$ cat src/rtl/fp_align_pkg.sv
// Shared constants, unpacked-operand type and IEEE-754 single unpack helper for fp_align24.
// FP_ALIGN_DENORM_EN selects denormal support; otherwise exponent 0 flushes to zero.
package fp_align_pkg;

  localparam int unsigned EXP_W  = 8;
  localparam int unsigned MAN_W  = 24;
  localparam int unsigned FRAC_W = 23;
  localparam logic [EXP_W-1:0] EXP_MAX = 8'hFF;

  typedef struct packed {
    logic             sign;
    logic [EXP_W-1:0] exp;
    logic [MAN_W-1:0] man;
  } operand_t;

  // exp is the effective exponent used for alignment, not the raw field.
  function automatic operand_t unpack_op(input logic [31:0] x);
    operand_t r;
    r.sign = x[31];
    r.exp  = x[30:23];
    if (x[30:23] != '0) begin
      r.man = {1'b1, x[FRAC_W-1:0]};
    end else begin
`ifdef FP_ALIGN_DENORM_EN
      if (x[FRAC_W-1:0] != '0) begin
        r.man = {1'b0, x[FRAC_W-1:0]};
        r.exp = EXP_W'(1);
      end else begin
        r.man = '0;
      end
`else
      r.man = '0;
`endif
    end
    return r;
  endfunction

endpackage

$ cat src/rtl/fp_align24_rshift24.sv
// Combinational 24-bit logarithmic right shifter with sticky output.
// Shift amounts of 24 or more saturate to zero with sticky = OR of the whole input.
module rshift24
  import fp_align_pkg::*;
(
  input  logic [MAN_W-1:0] i_man,
  input  logic [EXP_W-1:0] i_amt,
  output logic [MAN_W-1:0] o_man,
  output logic             o_sticky
);

  logic [MAN_W-1:0] w_v;
  logic [MAN_W-1:0] w_mask;
  logic             w_st;

  always_comb begin
    w_v    = i_man;
    w_st   = 1'b0;
    w_mask = '0;
    if (i_amt >= EXP_W'(MAN_W)) begin
      w_v  = '0;
      w_st = |i_man;
    end else begin
      for (int k = 0; k < 5; k++) begin
        if (i_amt[k]) begin
          // Low 2^k bits fall off at this stage.
          w_mask = (MAN_W'(1) << (1 << k)) - MAN_W'(1);
          w_st   = w_st | (|(w_v & w_mask));
          w_v    = w_v >> (1 << k);
        end
      end
    end
    o_man    = w_v;
    o_sticky = w_st;
  end

endmodule

$ cat src/rtl/fp_align24.sv
// FP32 exponent-alignment stage: unpack/compare (S1), shift smaller mantissa (S2).
// Optional denormal handling via FP_ALIGN_DENORM_EN (see fp_align_pkg).
module fp_align24
  import fp_align_pkg::*;
(
  input  logic             clk,
  input  logic             rst,
  input  logic             in_valid,
  output logic             in_ready,
  input  logic [31:0]      a,
  input  logic [31:0]      b,
  output logic             out_valid,
  input  logic             out_ready,
  output logic             sign1,
  output logic             sign2,
  output logic [MAN_W-1:0] man1,
  output logic [MAN_W-1:0] man2,
  output logic [EXP_W-1:0] exp_out,
  output logic             sticky,
  output logic             out_exc
);

  operand_t         w_op_a, w_op_b;
  logic             w_ge, w_exc;
  logic [EXP_W-1:0] w_diff;
  logic             w_s1_en, w_s2_en;

  logic             r_s1_valid;
  operand_t         r_s1_a, r_s1_b;
  logic             r_s1_ge, r_s1_exc;
  logic [EXP_W-1:0] r_s1_diff;

  logic [MAN_W-1:0] w_sh_in, w_sh_out;
  logic             w_sh_sticky;
  logic [MAN_W-1:0] w_man1, w_man2;
  logic [EXP_W-1:0] w_exp;
  logic             w_sticky;

  logic             r_out_valid;
  logic             r_sign1, r_sign2;
  logic [MAN_W-1:0] r_man1, r_man2;
  logic [EXP_W-1:0] r_exp;
  logic             r_sticky, r_exc;

  assign w_s2_en  = !r_out_valid || out_ready;
  assign w_s1_en  = !r_s1_valid || w_s2_en;
  assign in_ready = w_s1_en;

  always_comb begin
    w_op_a = unpack_op(a);
    w_op_b = unpack_op(b);
    w_ge   = (w_op_a.exp >= w_op_b.exp);
    w_diff = w_ge ? (w_op_a.exp - w_op_b.exp) : (w_op_b.exp - w_op_a.exp);
    w_exc  = (a[30:23] == EXP_MAX) || (b[30:23] == EXP_MAX);
  end

  always_ff @(posedge clk or posedge rst) begin
    if (rst) begin
      r_s1_valid <= 1'b0;
      r_s1_a     <= '0;
      r_s1_b     <= '0;
      r_s1_ge    <= 1'b0;
      r_s1_exc   <= 1'b0;
      r_s1_diff  <= '0;
    end else if (w_s1_en) begin
      r_s1_valid <= in_valid;
      if (in_valid) begin
        r_s1_a    <= w_op_a;
        r_s1_b    <= w_op_b;
        r_s1_ge   <= w_ge;
        r_s1_exc  <= w_exc;
        r_s1_diff <= w_diff;
      end
    end
  end

  assign w_sh_in = r_s1_ge ? r_s1_b.man : r_s1_a.man;

  rshift24 u_rshift (
    .i_man    (w_sh_in),
    .i_amt    (r_s1_diff),
    .o_man    (w_sh_out),
    .o_sticky (w_sh_sticky)
  );

  // Exceptional operands bypass alignment entirely.
  always_comb begin
    w_man1   = r_s1_a.man;
    w_man2   = r_s1_b.man;
    w_exp    = EXP_MAX;
    w_sticky = 1'b0;
    if (!r_s1_exc) begin
      if (r_s1_ge) begin
        w_man2 = w_sh_out;
        w_exp  = r_s1_a.exp;
      end else begin
        w_man1 = w_sh_out;
        w_exp  = r_s1_b.exp;
      end
      w_sticky = w_sh_sticky;
    end
  end

  always_ff @(posedge clk or posedge rst) begin
    if (rst) begin
      r_out_valid <= 1'b0;
      r_sign1     <= 1'b0;
      r_sign2     <= 1'b0;
      r_man1      <= '0;
      r_man2      <= '0;
      r_exp       <= '0;
      r_sticky    <= 1'b0;
      r_exc       <= 1'b0;
    end else if (w_s2_en) begin
      r_out_valid <= r_s1_valid;
      if (r_s1_valid) begin
        r_sign1  <= r_s1_a.sign;
        r_sign2  <= r_s1_b.sign;
        r_man1   <= w_man1;
        r_man2   <= w_man2;
        r_exp    <= w_exp;
        r_sticky <= w_sticky;
        r_exc    <= r_s1_exc;
      end
    end
  end

  assign out_valid = r_out_valid;
  assign sign1     = r_sign1;
  assign sign2     = r_sign2;
  assign man1      = r_man1;
  assign man2      = r_man2;
  assign exp_out   = r_exp;
  assign sticky    = r_sticky;
  assign out_exc   = r_exc;

endmodule

$ cat config.mk
export PLATFORM = sky130hd
export DESIGN_NAME = fp_align24
export DESIGN_NICKNAME = d
export VERILOG_FILES = /design/src/rtl/fp_align_pkg.sv /design/src/rtl/fp_align24_rshift24.sv /design/src/rtl/fp_align24.sv
export SDC_FILE = /design/constraint.sdc
export NUM_CORES = 1
export LEC_CHECK = 0
export ABC_AREA = 0
export BUFFER_PORTS_ARGS = -buffer_cell sky130_fd_sc_hd__buf_4
export CORE_ASPECT_RATIO = 1.4
export CORE_MARGIN = 4
export CORE_UTILIZATION = 58
export DETAILED_ROUTE_END_ITERATION = 8
export HOLD_SLACK_MARGIN = 0.06
export PLACE_DENSITY = 0.93
export SLEW_MARGIN = 15
export SYNTH_ARGS = -nofsm -noshare
export SYNTH_HDL_FRONTEND = slang
export SYNTH_SLANG_ARGS = --single-unit
$ cat constraint.sdc
create_clock -name clk -period 6.1 [get_ports clk]
set_clock_uncertainty 0.05 [all_clocks]
set_input_delay 0.915 -clock clk [delete_from_list [all_inputs] [get_ports clk]]
set_output_delay 0.915 -clock clk [all_outputs]
set_load 0.01 [all_outputs]
==> impl_metrics.yaml, run 1 <==
clock_tree:
  clock_latency_ns: 0.43
  cts.sinks: 138
  cts_hold_buffers: 0
  cts-resized-gates: 0
  ctsRootBufferMaster: "clkbuf_16"
  cts_setup_buffers: 0
  cts_made_buffers: 17
  path_clk_slew_ns: 0.07
  cts_tree: "done"
  clockBufferDepth: 2
  htree_levels: 4
final_layout:
  utilization: 0.711
  area_growth_pct: 20.2
  fillers: 1059
  drive_above_1_share: 0.235
  multi_input_area_um2: 4400
  fin_nets: 1072
  layout_common_cells: "141 x buf_4, 138 x dfrtp_1, 133 x nand2_1"
  layout_commonest_cell: "buf_4"
  register_area_um2: 3450
  diodes: 0
critical_path:
  cp.required_ns: 6.34
  worst_setup_path_end_kind: "flip-flop"
  path_cells: "mux2_2 -> mux4_2 -> o21ai_0 -> mux2i_1 -> or4b_1 -> o41ai_1 -> a41oi_1"
  critPathMaxStageDelay_ns: 0.92
  arrival_ns: 4.17
  path_class: "reg -> reg"
  critPathMaxFanout: 26
  slowest_stage: "dfrtp_1"
  rr_worst_depth: 7
  rr_startpoint: "r_s1_ge$_DFFE_PP0P_"
  cp-start-kind: "flip-flop"
  timing.rr.end: "sticky$_DFFE_PP0P_"
  r2r_setup_slack_ns: 2.17
min_path:
  hold_start: "man1[10]$_DFFE_PP0P_"
  holdPathStages: 1
  hp-class: "reg -> reg"
  min_to: "man1[10]$_DFFE_PP0P_"
global_routing:
  grt_max_degree: 121
  grt_use_total: 0.356
  antenna_found_initial: 0
  grt_pass1_vias: 7759
  grt-ovfl-total: 0
  grt_pass1_wl_um: 43100
timing:
  worst_slew_pin_slew_ns: 1.19
  finalSetupViolCount: 0
  finalSetupTns_ns: 0
  timing.final.max_slew_violations: 0
  relSlewSlack: 0.202
  fin_crit_sh: 0.644
  max_freq_ghz: 0.255
  whs_ns: 0.431
  rsz0062_at_grt: "no"
  hold_viol: 0
  setup_slack_ns: 2.17
  min_period_ns: 3.93
routing:
  post_drt_wl_per_cell_um: 23.7
  ant_nets: 0
  drt_wl_total_um: 28100
  viasPerCell: 6.49
  first_pass_iters: 6
  drc: 0
  dr_total_vias: 7694
  drt_iter0_markers: 619
power_and_ir_drop:
  pwr-share-clk: 0.291
  p_leak_uw: 0.00453
  p_seq_frac: 0.338
  internal-power_uw: 2300
  p_comb_frac: 0.371
  p_switching_uw: 1480
  power.density_nw_per_um2: 382
  vdd_drop_max_mv: 0.286
  sw_frac_of_total: 0.392
  p_total_uw: 3780
yosys:
  yosys_warnings: 0
  synthesis.nets: 978
  synth_area_um2: 8230
  yosys_register_bits: 138
  synth_top_flop_cell: "dfrtp_1"
  yosysSeqAreaShare: 0.420
  async_flop_share: 1.00
  syn_inst: 893
  synth_cell_type_count: 67
  synth_edf_count: 0
  avgSynthCellArea_um2: 9.21
placed_design:
  pre_cts_ws_ns: 2.26
  io_buffers: 129
  gp_congestion: 0.997
  dpl.hpwl_um: 20700
floorplanning:
  start_util: 0.591
  die_area_um2: 16200
  die_height_um: 149
  core_um2: 13900
  fp.dieW_um: 109
  rows: 51
  ioPinCount: 130
outcome:
  outcome: "completed"
flow_run:
  max-cap-violations: 0
stage by stage:
step | cell area (µm²) | cells
6_report | 9890 | 1185
5_1_grt | 9890 | 1185
4_1_cts | 9880 | 1185
3_5_place_dp | 9260 | 1153
3_3_place_gp | 9260 | 1153
2_1_floorplan | 8230 | 893
power groups by stage:
stage	Sequential [µW]	Combinational, µW	Clock (µW)
after detailed placement	1280	1370	0
final	1280	1400	1100
after floorplan	1240	878	0
after CTS	1270	1380	1110
after global placement	1280	1370	0
after global routing	1290	1500	1150
synthesized netlist by cell type (all sizes together) (6+ instances only):
cell type,count,area (µm²)
a221oi,7,61.3
a21o,7,52.6
nand2b,11,68.8
a21oi,49,245
nand2,135,507
a31oi,6,37.5
a211oi,6,50.1
nor2b,7,43.8
o21ai,107,536
nor3,13,65.1
nor4,11,68.8
and2,7,43.8
a22o,48,420
o22ai,18,113
mux2,30,338
dfrtp,138,3450
buf,19,114
clkbuf,47,176
ha,15,188
nor2,54,203
mux4,14,327
inv,32,120
or2,6,37.5
mux2i,40,404
nand4,7,43.8
o31ai,6,45.0
cell families after synthesis:
family          after synthesis  share of synthesized area
xor+xnor                      6                    0.00639
fa+ha+maj                    17                     0.0277
flops                       138                      0.420
mux                          84                      0.130
buf+inv                      98                     0.0499
compound gates              284                      0.221
simple gates                266                      0.146
critical path, delay by kind of cell, from the launching register on:
kind	cells	cell delay, ns
and+or+nand+nor	1	0.55
AOI/OAI and AO/OA	3	1.16
muxes	3	1.11
DFF	1	0.92
routing by layer:
metal | vias to the layer above | GRT usage | share of wire
li1 | 3431 | - | -
met1 | 3632 | 0.408 | 0.34
met2 | 483 | 0.593 | 0.50
met3 | 148 | 0.0550 | 0.072
met4 | 0 | 0.267 | 0.081
met5 | - | 0 | 0
how the worst max path moves through the flow:
stage	depth (start not counted)	end	slack, ns	start
3_3_place_gp	7	sticky$_DFFE_PP0P_	2.22	r_s1_ge$_DFFE_PP0P_
6_report	7	sticky$_DFFE_PP0P_	2.17	r_s1_ge$_DFFE_PP0P_
3_5_place_dp	7	sticky$_DFFE_PP0P_	2.26	r_s1_ge$_DFFE_PP0P_
4_1_cts	7	sticky$_DFFE_PP0P_	2.25	r_s1_ge$_DFFE_PP0P_
2_1_floorplan	1	exp_out[0]$_DFFE_PP0P_	1.44	rst
5_1_grt	10	sticky$_DFFE_PP0P_	2.06	r_s1_ge$_DFFE_PP0P_
sequential cells by signal, indices dropped and copies added (netlist names):
register,cells
exp_out,8
out_exc,1
r_s1_exc,1
r_s1_ge,1
r_s1_a,33
sign2,1
sign1,1
r_s1_valid,1
out_valid,1
r_s1_b,33
man1,24
sticky,1
r_s1_diff,8
man2,24
area by class of cell:
class / instances / area share
Inverter: 32 / 0.0127
Clock inverter: 15 / 0.0202
Multi-Input combinational cell: 657 / 0.444
Tap cell: 185 / 0.0234
Clock buffer: 17 / 0.0430
Timing Repair Buffer: 141 / 0.107
Sequential cell: 138 / 0.349
(Power assumes the default switching activity.)
==> inputs of run 2 (changes only) <==
- clock period: 6.1 -> 4 ns (I/O delays scaled with it)
==> impl_metrics.yaml, run 2 (synthesized netlist as in run 1, its figures left out) <==
final_layout:
  layout_common_cells: "146 x buf_4, 138 x dfrtp_1, 133 x nand2_1"
  fillers: 1049
  reg.largest.list: "r_s1_a (33), r_s1_b (33)"
  drive_above_1_share: 0.240
  register_area_um2: 3450
  fin_nets: 1080
  layout_commonest_cell: "buf_4"
  stdcell_area_um2: 9960
  area_growth_pct: 21.1
  diodes: 0
  multi_input_area_um2: 4400
routing:
  drt_iter0_markers: 655
  first_pass_iters: 5
  viasPerCell: 6.56
  post_drt_wl_per_cell_um: 24.3
  ant_nets: 0
  dr_total_vias: 7828
  drc: 0
  drt_wl_total_um: 29000
critical_path:
  cp.required_ns: 4.23
  path_class: "reg -> reg"
  startpoint: "r_s1_diff[2]$_DFFE_PP0P_"
  cp-start-kind: "flip-flop"
  worst_setup_path_end_kind: "flip-flop"
  critPathMaxFanout: 8
  r2r_setup_slack_ns: 0.42
  timing.rr.end: "sticky$_DFFE_PP0P_"
  rr_worst_depth: 10
  arrival_ns: 3.81
  rr_startpoint: "r_s1_diff[2]$_DFFE_PP0P_"
floorplanning:
  rows: 51
  ioPinCount: 130
  start_util: 0.591
  core_um2: 13900
  die_height_um: 149
  fp.dieW_um: 109
  die_area_um2: 16200
timing:
  min_period_ns: 3.58
  rsz0062_at_grt: "no"
  fin_crit_sh: 0.894
  worst_slew_pin_slew_ns: 1.12
  whs_ns: 0.0633
  relSlewSlack: 0.255
  finalSetupTns_ns: 0
  max_freq_ghz: 0.280
  hold_viol: 0
  finalSetupViolCount: 0
  timing.final.max_slew_violations: 0
placed_design:
  io_buffers: 129
  gp_congestion: 0.987
  dpl.hpwl_um: 20800
  post_dp_cell_area_um2: 9350
clock_tree:
  clock_latency_ns: 0.44
  cts_hold_buffers: 0
  cts_tree: "done"
  path_clk_slew_ns: 0.07
  clockBufferDepth: 2
  cts_setup_buffers: 0
  ctsRootBufferMaster: "clkbuf_16"
  cts_made_buffers: 17
  htree_levels: 4
  cts.sinks: 138
  cts-resized-gates: 0
outcome:
  outcome: "completed"
global_routing:
  antenna_found_initial: 0
  grt_pass1_vias: 7800
  grt-ovfl-total: 0
  grt_pass1_wl_um: 43900
  grt_max_degree: 80
  grt_use_total: 0.363
power_and_ir_drop:
  p_total_uw: 5770
  power.density_nw_per_um2: 579
  p_leak_uw: 0.00456
  vdd_drop_max_mv: 0.389
min_path:
  hp-class: "in -> async"
flow_run:
  max-cap-violations: 0
run 2: area by class of cell:
cell class / instances / share of cell area
Timing Repair Buffer: 149 / 0.116
Clock buffer: 19 / 0.0445
Sequential cell: 138 / 0.347
Tap cell: 185 / 0.0232
Inverter: 32 / 0.0124
Multi-Input combinational cell: 657 / 0.441
Clock inverter: 13 / 0.0158
run 2: worst max-delay path, stage by stage, from the launching register on:
cell	delay [ns]
dfrtp_1	0.56
buf_4	0.25
mux4_2	0.61
mux2i_1	0.28
nand2_1	0.11
a21boi_1	0.17
nor4b_2	0.22
a31oi_1	0.07
or4b_1	0.52
o41ai_1	0.40
a41oi_1	0.17
run 2: how the worst max path moves through the flow:
| stage | slack, ns | to | cells after the start |
|---|---|---|---|
| detailed placement | 0.49 | sticky$_DFFE_PP0P_ | 10 |
| floorplan | 1.14 | sticky$_DFFE_PP0P_ | 10 |
| global route | 0.30 | sticky$_DFFE_PP0P_ | 10 |
| finish | 0.42 | sticky$_DFFE_PP0P_ | 10 |
| global placement | 0.56 | sticky$_DFFE_PP0P_ | 10 |
| CTS | 0.47 | sticky$_DFFE_PP0P_ | 10 |
run 2: report_power, final:
part	total, µW	switching (µW)	internal [µW]
clock network	1630	675	952
logic	2190	1270	922
registers	1950	294	1650
run 2: per-layer routing:
metal / vias to the layer above / GRT usage / part of all wire
met3: 110 / 0.0537 / 0.063
met5: - / 0 / 0
met1: 3796 / 0.415 / 0.35
met4: 0 / 0.238 / 0.066
met2: 479 / 0.625 / 0.52
li1: 3443 / - / -
run 2: per-stage QoR:
step	instances	setup WS (ns)	utilization
floorplan	893	1.14	-
detailed placement	1161	0.493	0.672
finish	1193	0.424	0.716
global route	1193	0.297	0.716
CTS	1193	0.468	0.716
global placement	1161	0.565	0.672
==> inputs of run 3 (changes only) <==
- BUFFER_PORTS_ARGS: -buffer_cell sky130_fd_sc_hd__buf_4 -> not set
- CORE_UTILIZATION: 58 -> 64
- DONT_BUFFER_PORTS: not set -> 1
- PLACE_DENSITY: 0.93 -> not set
- PLACE_DENSITY_LB_ADDON: not set -> 0.12
==> impl_metrics.yaml, run 3 (synthesized netlist as in run 1, its figures left out) <==
outcome:
  outcome: "completed"
timing:
  worst_slew_pin_slew_ns: 1.21
  hold_viol: 0
  setup_slack_ns: 0.325
  relSlewSlack: 0.193
  timing.final.max_slew_violations: 0
  finalSetupTns_ns: 0
  min_period_ns: 3.68
  finalSetupViolCount: 0
  max_freq_ghz: 0.272
  fin_crit_sh: 0.919
  rsz0062_at_grt: "no"
min_path:
  hp-class: "in -> reg"
  min_to: "r_s1_valid$_DFFE_PP0N_"
  hold_start: "in_valid"
  holdPathStages: 1
clock_tree:
  cts_setup_buffers: 0
  clock_latency_ns: 0.42
  ctsRootBufferMaster: "clkbuf_16"
  cts.sinks: 138
  cts_made_buffers: 17
  path_clk_slew_ns: 0.06
  clockBufferDepth: 2
  htree_levels: 4
  cts_tree: "done"
routing:
  drc: 0
  dr_total_vias: 7323
  drt_wl_total_um: 28300
  drt_iter0_markers: 516
  post_drt_wl_per_cell_um: 27.4
  viasPerCell: 7.11
  first_pass_iters: 6
  ant_nets: 0
global_routing:
  grt_pass1_wl_um: 43200
  antenna_found_initial: 0
  grt-ovfl-total: 0
  grt_use_total: 0.387
  grt_max_degree: 121
  grt_pass1_vias: 7401
critical_path:
  cp-start-kind: "flip-flop"
  rr_worst_depth: 10
  critPathMaxStageDelay_ns: 0.70
  crit_top_cell: "mux2i_1"
  critPathMaxFanout: 18
  path_cells: "buf_4 -> mux2i_1 -> mux2_2 -> mux2i_1 -> a21oi_1 -> nor4b_2 -> a31oi_1 -> or4b_1 -> o41ai_1 -> a41oi_1"
  timing.rr.end: "sticky$_DFFE_PP0P_"
  rr_startpoint: "r_s1_ge$_DFFE_PP0P_"
  slowest_stage: "dfrtp_1"
  arrival_ns: 3.89
  path_class: "reg -> reg"
  r2r_setup_slack_ns: 0.32
  worst_setup_path_end_kind: "flip-flop"
  cp.required_ns: 4.22
power_and_ir_drop:
  internal-power_uw: 3340
  p_seq_frac: 0.373
  power.density_nw_per_um2: 618
  vdd_drop_max_mv: 0.341
  p_comb_frac: 0.325
  pwr-share-clk: 0.301
  sw_frac_of_total: 0.394
  p_leak_uw: 0.00392
  p_switching_uw: 2180
final_layout:
  diodes: 0
  reg.largest.list: "r_s1_a (33), r_s1_b (33)"
  drive_above_1_share: 0.127
  fin_nets: 952
  fillers: 893
  layout_common_cells: "138 x dfrtp_1, 133 x nand2_1, 106 x o21ai_0"
  layout_commonest_cell: "dfrtp_1"
  area_growth_pct: 8.56
floorplanning:
  start_util: 0.662
  core_um2: 12400
  fp.dieW_um: 104
  rows: 48
  ioPinCount: 130
  die_height_um: 142
  die_area_um2: 14800
placed_design:
  pre_cts_ws_ns: 0.458
  gp_congestion: 1.07
  io_buffers: 0
  dpl.hpwl_um: 20900
flow_run:
  max-cap-violations: 0
## run 3: cell count changes in the layout (fill, tap and decap cells not counted), moves of 2 or more
cell / previous run / this run
buf_12: 3 / 1
buf_4: 146 / 19
clkinv_2: 0 / 2
clkinv_4: 2 / 4
clkinvlp_4: 4 / 2
inv_8: 2 / 0
## run 3: metrics by stage
step | instance area [µm²] | hold WS [ns] | instances | total power [µW] | util
2_1_floorplan | 8230 | 0.392 | 893 | 3230 | -
3_3_place_gp | 8310 | 0.415 | 997 | 3780 | 0.668
3_5_place_dp | 8310 | 0.421 | 997 | 3820 | 0.668
4_1_cts | 8930 | 0.251 | 1030 | 5460 | 0.718
5_1_grt | 8930 | 0.259 | 1030 | 5750 | 0.718
6_report | 8930 | 0.251 | 1030 | 5520 | 0.718
## run 3: routing by layer
| layer | wire (µm) | GRT usage |
|---|---|---|
| met2 | 14300 | 0.682 |
| met4 | 2390 | 0.277 |
| met1 | 9670 | 0.426 |
| met5 | 0 | 0 |
| met3 | 1870 | 0.0604 |
## run 3: repair_timing
| action | CTS | global route |
|---|---|---|
| resized for setup | 0 | 0 |
| hold buffers | 1 | 0 |
| endpoints found under the hold margin | 22 | 0 |
## run 3: how the worst max path moves through the flow
| stage | startpoint | to | slack, ns |
|---|---|---|---|
| 2_1_floorplan | r_s1_ge$_DFFE_PP0P_ | sticky$_DFFE_PP0P_ | 1.14 |
| 3_3_place_gp | r_s1_ge$_DFFE_PP0P_ | sticky$_DFFE_PP0P_ | 0.62 |
| 3_5_place_dp | r_s1_ge$_DFFE_PP0P_ | sticky$_DFFE_PP0P_ | 0.46 |
| 4_1_cts | r_s1_ge$_DFFE_PP0P_ | sticky$_DFFE_PP0P_ | 0.41 |
| 5_1_grt | r_s1_ge$_DFFE_PP0P_ | sticky$_DFFE_PP0P_ | 0.12 |
| 6_report | r_s1_ge$_DFFE_PP0P_ | sticky$_DFFE_PP0P_ | 0.32 |
## run 3: final cells by class
class | instances | area, µm² | share of cell area
multi-input combinational | 657 | 4380 | 0.491
sequential | 138 | 3450 | 0.387
clock buffer | 17 | 425 | 0.0476
tap | 150 | 188 | 0.0210
clock inverter | 15 | 186 | 0.0209
timing repair buffer | 21 | 173 | 0.0193
inverter | 32 | 124 | 0.0139
## run 3: power by group through the flow
stage / Combinational, µW / Sequential [µW] / Clock, µW
6_report: 1800 / 2060 / 1660
5_1_grt: 1960 / 2070 / 1720
4_1_cts: 1760 / 2050 / 1650
3_5_place_dp: 1750 / 2070 / 0
3_3_place_gp: 1720 / 2060 / 0
2_1_floorplan: 1340 / 1890 / 0
## run 3: worst max-delay path: cells and delay by family, from the launching register on
family / cells / cell delay [ns]
DFF: 1 / 0.70
AOI/OAI and AO/OA: 4 / 0.95
buffers and inverters: 1 / 0.35
muxes: 3 / 0.71
and+or+nand+nor: 2 / 0.76
